===== config.mk =====
export PLATFORM = sky130hd
export DESIGN_NAME = spi_regfile_peripheral
export DESIGN_NICKNAME = d
export VERILOG_FILES = /design/src/rtl/spi_pkg.sv /design/src/rtl/spi_sync_edge.sv /design/src/rtl/spi_regfile_peripheral.sv
export SDC_FILE = /design/constraint.sdc
export NUM_CORES = 1
export LEC_CHECK = 0
export CELL_PAD_IN_SITES_DETAIL_PLACEMENT = 1
export CELL_PAD_IN_SITES_GLOBAL_PLACEMENT = 2
export CORE_MARGIN = 4
export CORE_UTILIZATION = 39
export DETAILED_ROUTE_END_ITERATION = 8
export GPL_TIMING_DRIVEN = 0
export PLACE_DENSITY = 0.83
export SYNTH_ARGS = -nofsm -noshare
export SYNTH_HDL_FRONTEND = slang
export SYNTH_SLANG_ARGS = --single-unit

===== constraint.sdc =====
create_clock -name clk -period 3.55 [get_ports clk]
set_clock_uncertainty 0.2 [all_clocks]
set_input_delay 0.71 -clock clk [delete_from_list [all_inputs] [get_ports clk]]
set_output_delay 0.71 -clock clk [all_outputs]
set_load 0.01 [all_outputs]

===== src/rtl/spi_pkg.sv =====
`default_nettype none
// ============================================================================
// Module   : spi_pkg
// Brief    : Shared FSM state type, command encoding and frame-field helpers
//            for the SPI register-file peripheral.
// Revision : 1.0 - initial release
// ============================================================================
package spi_pkg;

    typedef enum logic [1:0] {
        IDLE   = 2'd0,
        SHIFT  = 2'd1,
        COMMIT = 2'd2
    } spi_state_e;

    localparam logic CMD_WRITE = 1'b1;

    // Frame layout, MSB first: R/W | address | data
    function automatic int frame_width(input int addr_w, input int data_w);
        return 1 + addr_w + data_w;
    endfunction

    function automatic int rw_pos(input int addr_w, input int data_w);
        return addr_w + data_w;
    endfunction

    function automatic int addr_lsb(input int data_w);
        return data_w;
    endfunction

    function automatic int hdr_bits(input int addr_w);
        return 1 + addr_w;
    endfunction

    // Counter must hold FRAME_W+1 so over-long frames stay distinguishable
    function automatic int cnt_width(input int addr_w, input int data_w);
        return $clog2(frame_width(addr_w, data_w) + 2);
    endfunction

endpackage
`default_nettype wire


===== src/rtl/spi_sync_edge.sv =====
`default_nettype none
// ============================================================================
// Module   : spi_sync_edge
// Brief    : Two-flop synchroniser with one-clk rise/fall pulses derived from
//            a delayed copy of the synchronised level.
// Revision : 1.0 - initial release
// ============================================================================
module spi_sync_edge (
    input  logic clk,
    input  logic rst_n,
    input  logic async_i,
    output logic rise_o,
    output logic fall_o
);

    logic [1:0] sync_q;
    logic       dly_q;

    always_ff @(posedge clk or negedge rst_n) begin
        if (!rst_n) begin
            sync_q <= 2'b00;
            dly_q  <= 1'b0;
        end else begin
            sync_q <= {sync_q[0], async_i};
            dly_q  <= sync_q[1];
        end
    end

    assign rise_o =  sync_q[1] & ~dly_q;
    assign fall_o = ~sync_q[1] &  dly_q;

endmodule
`default_nettype wire


===== src/rtl/spi_regfile_peripheral.sv =====
`default_nettype none
// ============================================================================
// Module   : spi_regfile_peripheral
// Brief    : SPI target owning a small register file; write frames update a
//            register, read frames return one on CIPO when SPI_READBACK_EN is
//            defined.
// Revision : 1.0 - initial release
// ============================================================================
module spi_regfile_peripheral
    import spi_pkg::*;
#(
    parameter int NUM_REGS = 5,
    parameter int DATA_W   = 8,
    parameter int ADDR_W   = 7,
    parameter int CPOL     = 0,
    parameter int CPHA     = 0
) (
    input  logic                       clk,
    input  logic                       rst_n,
    input  logic                       sclk,
    input  logic                       copi,
    input  logic                       ncs,
    output logic                       cipo,
    output logic                       cipo_oe,
    output logic [NUM_REGS*DATA_W-1:0] regs_flat,
    output logic                       wr_valid,
    output logic [ADDR_W-1:0]          wr_addr,
    output logic                       frame_err
);

    localparam int FRAME_W  = frame_width(ADDR_W, DATA_W);
    localparam int CNT_W    = cnt_width(ADDR_W, DATA_W);
    localparam int RW_POS   = rw_pos(ADDR_W, DATA_W);
    localparam int ADDR_LSB = addr_lsb(DATA_W);

    localparam logic [CNT_W-1:0]  CNT_FULL   = CNT_W'(FRAME_W);
    localparam logic [CNT_W-1:0]  CNT_SAT    = CNT_W'(FRAME_W + 1);
    localparam logic [ADDR_W:0]   NUM_REGS_L = (ADDR_W + 1)'(NUM_REGS);

    logic sclk_rise, sclk_fall, ncs_rise, ncs_fall;
    logic [1:0] copi_sync_q;
    logic sample_edge;

    spi_sync_edge u_sclk_sync (
        .clk     (clk),
        .rst_n   (rst_n),
        .async_i (sclk),
        .rise_o  (sclk_rise),
        .fall_o  (sclk_fall)
    );

    spi_sync_edge u_ncs_sync (
        .clk     (clk),
        .rst_n   (rst_n),
        .async_i (ncs),
        .rise_o  (ncs_rise),
        .fall_o  (ncs_fall)
    );

    always_ff @(posedge clk or negedge rst_n) begin
        if (!rst_n) copi_sync_q <= 2'b00;
        else        copi_sync_q <= {copi_sync_q[0], copi};
    end

    assign sample_edge = (CPOL == CPHA) ? sclk_rise : sclk_fall;

    spi_state_e          state_q;
    logic [CNT_W-1:0]    cnt_q, cnt_d;
    logic [FRAME_W-1:0]  shift_q, shift_d;
    logic [DATA_W-1:0]   regs_q [NUM_REGS];
    logic                wr_valid_q, frame_err_q;
    logic [ADDR_W-1:0]   wr_addr_q;

    logic                rw_bit;
    logic [ADDR_W-1:0]   addr_f;
    logic [DATA_W-1:0]   data_f;
    logic                addr_ok, commit_wr;

    always_comb begin
        shift_d   = {shift_q[FRAME_W-2:0], copi_sync_q[1]};
        cnt_d     = (cnt_q == CNT_SAT) ? cnt_q : cnt_q + CNT_W'(1);
        rw_bit    = shift_q[RW_POS];
        addr_f    = shift_q[ADDR_LSB +: ADDR_W];
        data_f    = shift_q[DATA_W-1:0];
        addr_ok   = {1'b0, addr_f} < NUM_REGS_L;
        commit_wr = (state_q == COMMIT) && (cnt_q == CNT_FULL) &&
                    (rw_bit == CMD_WRITE) && addr_ok;
    end

    // A ncs rise outranks any sclk edge detected in the same clk
    always_ff @(posedge clk or negedge rst_n) begin
        if (!rst_n) begin
            state_q     <= IDLE;
            cnt_q       <= '0;
            shift_q     <= '0;
            wr_valid_q  <= 1'b0;
            wr_addr_q   <= '0;
            frame_err_q <= 1'b0;
        end else begin
            wr_valid_q  <= 1'b0;
            frame_err_q <= 1'b0;
            case (state_q)
                IDLE: begin
                    if (ncs_fall) begin
                        cnt_q   <= '0;
                        state_q <= SHIFT;
                    end
                end
                SHIFT: begin
                    if (ncs_rise) begin
                        state_q <= COMMIT;
                    end else if (sample_edge) begin
                        shift_q <= shift_d;
                        cnt_q   <= cnt_d;
                    end
                end
                COMMIT: begin
                    state_q <= IDLE;
                    if (cnt_q != CNT_FULL) begin
                        frame_err_q <= 1'b1;
                    end else if (commit_wr) begin
                        wr_valid_q <= 1'b1;
                        wr_addr_q  <= addr_f;
                    end
                end
                default: state_q <= IDLE;
            endcase
        end
    end

    always_ff @(posedge clk or negedge rst_n) begin
        if (!rst_n) begin
            for (int r = 0; r < NUM_REGS; r++) regs_q[r] <= '0;
        end else begin
            for (int r = 0; r < NUM_REGS; r++) begin
                if (commit_wr && (addr_f == ADDR_W'(r))) regs_q[r] <= data_f;
            end
        end
    end

    generate
        for (genvar g = 0; g < NUM_REGS; g++) begin : g_flat
            assign regs_flat[g*DATA_W +: DATA_W] = regs_q[g];
        end
    endgenerate

    assign wr_valid  = wr_valid_q;
    assign wr_addr   = wr_addr_q;
    assign frame_err = frame_err_q;

`ifdef SPI_READBACK_EN
    localparam logic [CNT_W-1:0] CNT_HDR = CNT_W'(hdr_bits(ADDR_W));

    logic              drive_edge, rd_load;
    logic [DATA_W-1:0] out_sh_q, rd_data;
    logic              cipo_q, cipo_oe_q;

    assign drive_edge = (CPOL == CPHA) ? sclk_fall : sclk_rise;

    // The header is complete once the counter reaches 1+ADDR_W; its R/W and
    // address now sit in the low bits of the freshly shifted word.
    always_comb begin
        rd_data = '0;
        for (int r = 0; r < NUM_REGS; r++) begin
            if (shift_d[ADDR_W-1:0] == ADDR_W'(r)) rd_data = regs_q[r];
        end
        rd_load = (state_q == SHIFT) && !ncs_rise && sample_edge &&
                  (cnt_d == CNT_HDR) && (shift_d[ADDR_W] != CMD_WRITE);
    end

    always_ff @(posedge clk or negedge rst_n) begin
        if (!rst_n) begin
            out_sh_q  <= '0;
            cipo_q    <= 1'b0;
            cipo_oe_q <= 1'b0;
        end else if ((state_q != SHIFT) || ncs_rise) begin
            cipo_q    <= 1'b0;
            cipo_oe_q <= 1'b0;
        end else if (rd_load) begin
            out_sh_q  <= rd_data;
            cipo_oe_q <= 1'b1;
        end else if (drive_edge && cipo_oe_q) begin
            cipo_q   <= out_sh_q[DATA_W-1];
            out_sh_q <= {out_sh_q[DATA_W-2:0], 1'b0};
        end
    end

    assign cipo    = cipo_q;
    assign cipo_oe = cipo_oe_q;
`else
    assign cipo    = 1'b0;
    assign cipo_oe = 1'b0;
`endif

endmodule
`default_nettype wire


# --- Yosys cells after proc, flatten, opt, wreduce, memory -nomap -nowiden ---
# Index checks and enable logic that the tools add are counted.
classes:
  order_cmp: 1
  n_eq_ne: 14
  div: 0
  n_shift: 0
  mul: 0
  mux: 13
  addsub: 1
  bitwise_logic: 8
  n_reduce_logical: 15
ops:
  columns: ["operator", "count"]
  rows:
  - ["5-bit two-way mux", 4]
  - ["7-bit by 2-bit equality test with 1-bit output, second input constant", 2]
  - ["5-bit equality test, second input constant", 2]
  - ["2-bit != test, second input constant", 5]
  - ["5-bit one-hot mux with 2 select lines", 1]
  - ["1-bit logical AND", 8]
  - ["7-bit by 1-bit equality test with 1-bit output, second input constant", 1]
  - ["7-bit by 3-bit equality test with 1-bit output, second input constant", 1]
  - ["7-bit logical NOT", 1]
  - ["7-bit by 3-bit < comparator with 1-bit output, second input constant", 1]
  - ["3-bit AND reduction", 2]
  - ["5-bit by 1-bit adder with 5-bit output, second input constant", 1]
  - ["1-bit two-way mux", 5]
  - ["5-bit != test, second input constant", 1]
  - ["1-bit NOT", 5]
  - ["5-bit AND reduction", 1]
  - ["2-bit two-way mux", 2]
  - ["2-bit one-hot mux with 2 select lines", 1]
  - ["1-bit AND", 3]
  - ["2-bit by 1-bit equality test with 1-bit output, second input constant", 1]
  - ["2-bit equality test, second input constant", 1]
  - ["2-bit logical NOT", 1]
  - ["2-bit AND reduction", 1]
  - ["2-bit nonzero test", 1]
totals:
  output_inout_bits: 51
  wordCells: 68
  rom_bits: 0
  memories: 0
  ramBits: 0
  latch_bits: 0
  register_bits: 80

# --- Depth between registers and ports, before layout ---
logic_depth:
  word_depth: 7
  mapped_depth: 7
  depth_no_buf: 6

# --- Cells and area by module ---
# Synthesis repeated with hierarchy kept, for this count alone.
unflattened:
  hier_cells: 239
  hier_area_um2: 3221.8
modules_own_cells:
  columns: ["module", "n_inst", "cells_each", "area_per_inst_um2", "seq_area_each_um2"]
  rows:
  - ["spi_regfile_peripheral", 1, 229, 3041.7, 1851.8]
  - ["spi_sync_edge", 2, 5, 90.1, 75.1]

# --- Worst setup path before layout ---
# No wires, ideal clock.
synth_path:
  path_kind: "register to register"
  start: "register cnt_q[0]"
  end: "register regs_q (netlist bit regs_flat[24])"
  slack_ns: 1.365
  setup_time_ns: 0.128
  path_stages_with_launch: 8
  arrival_time_ns: 1.857
  n_path_buf: 1
  cell_sequence: "dfrtp_1 > inv_1 > ha_1 > nand4bb_1 > nor4b_4 > and3_1 > buf_2 > mux2_1"
synth_between:
  elab_chain_len: 5
synth_lines:
  columns: ["element", "line", "rtl"]
  rows:
  - ["from (decl)", "spi_regfile_peripheral.sv:68", "logic [CNT_W-1:0] cnt_q, cnt_d;"]
  - ["from (signal assigned)", "spi_regfile_peripheral.sv:114", "cnt_q <= cnt_d;"]
  - ["5-bit equality test", "spi_regfile_peripheral.sv:86", "commit_wr = (state_q == COMMIT) && (cnt_q == CNT_FULL) &&"]
  - ["1-bit logical AND (2 in series)", "spi_regfile_peripheral.sv:86", null]
  - ["1-bit logical AND", "spi_regfile_peripheral.sv:87", "(rw_bit == CMD_WRITE) && addr_ok;"]
  - ["1-bit logical AND", "spi_regfile_peripheral.sv:136", "if (commit_wr && (addr_f == ADDR_W'(r))) regs_q[r] <= data_f;"]
  - ["to (signal, indexed assignment)", "spi_regfile_peripheral.sv:136", null]
  - ["to (decl)", "spi_regfile_peripheral.sv:70", "logic [DATA_W-1:0] regs_q [NUM_REGS];"]
# Every way passes these cells.
# A chain may end at the register's enable or synchronous reset.

# --- Worst setup path after layout ---
layout_path:
  start: "register cnt_q[0]"
  end: "register regs_q (netlist bit regs_flat[27])"
# Same word-level chain as after synthesis.

==> results_dict.tcl <==
set metrics [dict create \
    wl_um 5760 \
    die_w_um 96.79 \
    grt_pass1_wl_um 10100 \
    yosysSeqAreaShare_pct 65.12 \
    max_stage_delay_ns 0.46 \
    worst_pin_slew_ns 0.8998 \
    fin_crit_sh_pct 70.67 \
    max_freq_mhz 398.6 \
    grt_overflow 0 \
    drt-initial-drc-count 48 \
    post_drt_wl_per_cell_um 15.57 \
    synth_seq_cells 80 \
    nNetsFinal 271 \
    cp-end-kind "register" \
    drc 0 \
    path_depth 7 \
    numClockSinks 80 \
    cp_num_buf_inv 2 \
    syn_inst 197 \
    final-max-slew-violation-count 0 \
    layout_common_cells "dfrtp_1, clkdlybuf4s50_1, mux2_2" \
    grt_max_degree 42 \
    clk_pin_slew_worst_paths_ns 0.08 \
    worstSetupStartpointType "register" \
    crit_fanout 8 \
    cts_inserted_buffers 9 \
    portBuffers 53 \
    timing.rr.end "regs_flat[27]$_DFFE_PN0P_" \
    mappedNetlistArea_um2 3074 \
    fillCellCount 777 \
    rsz0062_at_grt "false" \
    synth.distinct_cells 33 \
    post_cts_buffers 0 \
    clock-root-buffer "clkbuf_8" \
    die_h_um 96.79 \
    p_leak_nw 1.930 \
    first_pass_iters 3 \
    hold_class "input pin to asynchronous set/reset pin" \
    critical-path-slowest-cell "nor4b_4" \
    status "complete, no violations" \
    hpwl_um 3968 \
    htree_levels 3 \
    grt_pass1_vias 1955 \
    layout-drive-gt1-share_pct 27.61 \
    start_util_pct 39.99 \
    slew_headroom_pct 39.16 \
    diodes 0 \
    cts_hold_buffers 0 \
    rows 32 \
    antenna_found_initial 0 \
    worstSetupEndpoint "regs_flat[27]$_DFFE_PN0P_" \
    ff2ff_setup_slack_ns 1.04 \
    power_density_nw_per_um2 476.1 \
    ant_nets 0 \
    path_class "register to register" \
    drv_cap 0 \
    critical-path-top-delay-family "simple AND/OR/NAND/NOR gates" \
    p_total_mw 1.897 \
    core_area_um2 7687 \
    r2r-start "cnt_q[0]$_DFFE_PN0P_" \
    ios 56 \
    hold_violations 0 \
    critical_path_arrival_ns 2.54 \
    post-route-min-period_ns 2.509 \
    fin_cells 370 \
    vias 1797 \
    gp_congestion 0.7005 \
    irDropWorstVdd_mv 0.2617 \
    critPathRequiredTime_ns 3.58 \
    mostFrequentLayoutCell "dfrtp_1" \
    cts-resized-gates 0 \
    synth.avg_cell_area_um2 15.61 \
    synth_warnings 0 \
    clock_latency_ns 0.34 \
    detail_route.vias_per_cell 4.857 \
    cp-startpoint "cnt_q[0]$_DFFE_PN0P_" \
    cts_tree "done" \
    dieArea_um2 9367 \
    clk_path_buf_depth 2 \
    grtUsageTotal_pct 13.59 \
    r2r_cells 7 \
    area_growth_pct 29.59 \
    setup_viol 0 \
    path_cells "inv_1, ha_1, nand4bb_1, nor4b_4, and3_1, buf_2, mux2_1" \
    dp_cells 354 \
]
==> cells by family after synthesis <==
family | after synthesis | synth area share (%)
flops | 80 | 65.12
mux | 62 | 22.67
simple gates | 34 | 7.652
buf+inv | 10 | 1.546
compound gates | 5 | 1.099
fa+ha+maj | 3 | 1.221
xor+xnor | 2 | 0.5699
other cells | 1 | 0.1220
==> cell type report <==
class	instances	area [um2]	area share, %
inverters	5	18.77	0.4711
multi-input cells	108	1028	25.82
well taps	102	127.6	3.204
flip-flops and latches	80	2002	50.25
clock buffers	10	137.6	3.455
clock inverters	6	92.59	2.324
plain buffers	5	28.78	0.7224
repair buffers	54	548.0	13.76
==> through the flow <==
step | setup TNS, ns | cell area, um2 | util, % | setup WS [ns] | hold slack, ns
detailed placement | 0 | 3754 | 48.83 | 1.032 | 0.1411
floorplan | 0 | 3078 | - | 1.365 | 0.1312
CTS | 0 | 3984 | 51.82 | 1.007 | 0.1395
global placement | -94.36 | 3736 | 48.60 | -1.183 | 0.1341
finish | 0 | 3984 | 51.82 | 1.041 | 0.1327
global route | 0 | 3984 | 51.82 | 0.8971 | 0.1568
==> worst reg2reg max path, cell delays in order (launching register included) <==
cell and delay [ns]:
dfrtp_1 0.42, inv_1 0.10, ha_1 0.16, nand4bb_1 0.23, nor4b_4 0.46, and3_1 0.20
buf_2 0.26, mux2_1 0.36
==> sequential cells by signal (all words and copies together), names as in the netlist <==
name,count
regs_flat,40
u_ncs_sync.dly_q,1
wr_addr,7
copi_sync_q,2
u_sclk_sync.sync_q,2
state_q,2
u_sclk_sync.dly_q,1
frame_err,1
cnt_q,5
wr_valid,1
shift_q,16
u_ncs_sync.sync_q,2
==> worst min path at each step <==
stage	startpoint	endpoint	cells past startpoint
after floorplan	copi_sync_q[0]$_DFF_PN0_	copi_sync_q[1]$_DFF_PN0_	0
after global placement	copi_sync_q[0]$_DFF_PN0_	copi_sync_q[1]$_DFF_PN0_	0
after detailed placement	u_sclk_sync.sync_q[0]$_DFF_PN0_	u_sclk_sync.sync_q[1]$_DFF_PN0_	0
after CTS	rst_n	regs_flat[29]$_DFFE_PN0P_	1
after global routing	rst_n	regs_flat[6]$_DFFE_PN0P_	1
final	rst_n	regs_flat[6]$_DFFE_PN0P_	1
==> report_power, final <==
| part | switching [mW] | internal (mW) | total (mW) |
|---|---|---|---|
| combinational | 0.0555 | 0.0629 | 0.118 |
| sequential | 0.0737 | 0.961 | 1.03 |
| clock | 0.327 | 0.417 | 0.744 |
| total | 0.456 | 1.44 | 1.90 |
==> routing by layer <==
metal	wire length, um	global-route usage [%]	share of wire, %	up-vias
met4	96	4.536	1.7	0
met2	2855	22.29	50	35
met3	219	4.110	3.8	8
li1	-	-	-	826
met5	0	0	0	-
met1	2589	17.20	45	928
==> cells in the mapped netlist <==
cell type	n	share of area (%)
buf_1	1	0.12
and3_1	3	0.61
ha_1	3	1.2
mux2i_1	1	0.33
conb_1	1	0.12
nand4_1	1	0.20
mux2_2	47	17
xor2_1	1	0.28
nand4bb_1	2	0.73
buf_2	2	0.33
nor3b_1	1	0.24
nand3_2	1	0.33
xnor2_1	1	0.28
inv_1	5	0.61
o21ai_0	1	0.16
a41o_1	1	0.33
nand2_1	2	0.24
o21bai_1	1	0.24
nand3b_2	2	0.73
dfrtp_1	80	65
a21oi_1	1	0.16
nor4b_1	1	0.28
a31oi_1	1	0.20
and4bb_2	1	0.41
nor2_1	8	0.98
buf_4	2	0.49
nand3_1	4	0.65
and2_1	4	0.81
nor4b_4	1	0.77
nand2b_1	1	0.20
mux2_1	14	5.1
nor3_1	1	0.16
and3b_1	1	0.28
Power figures use the tool's default switching activity.
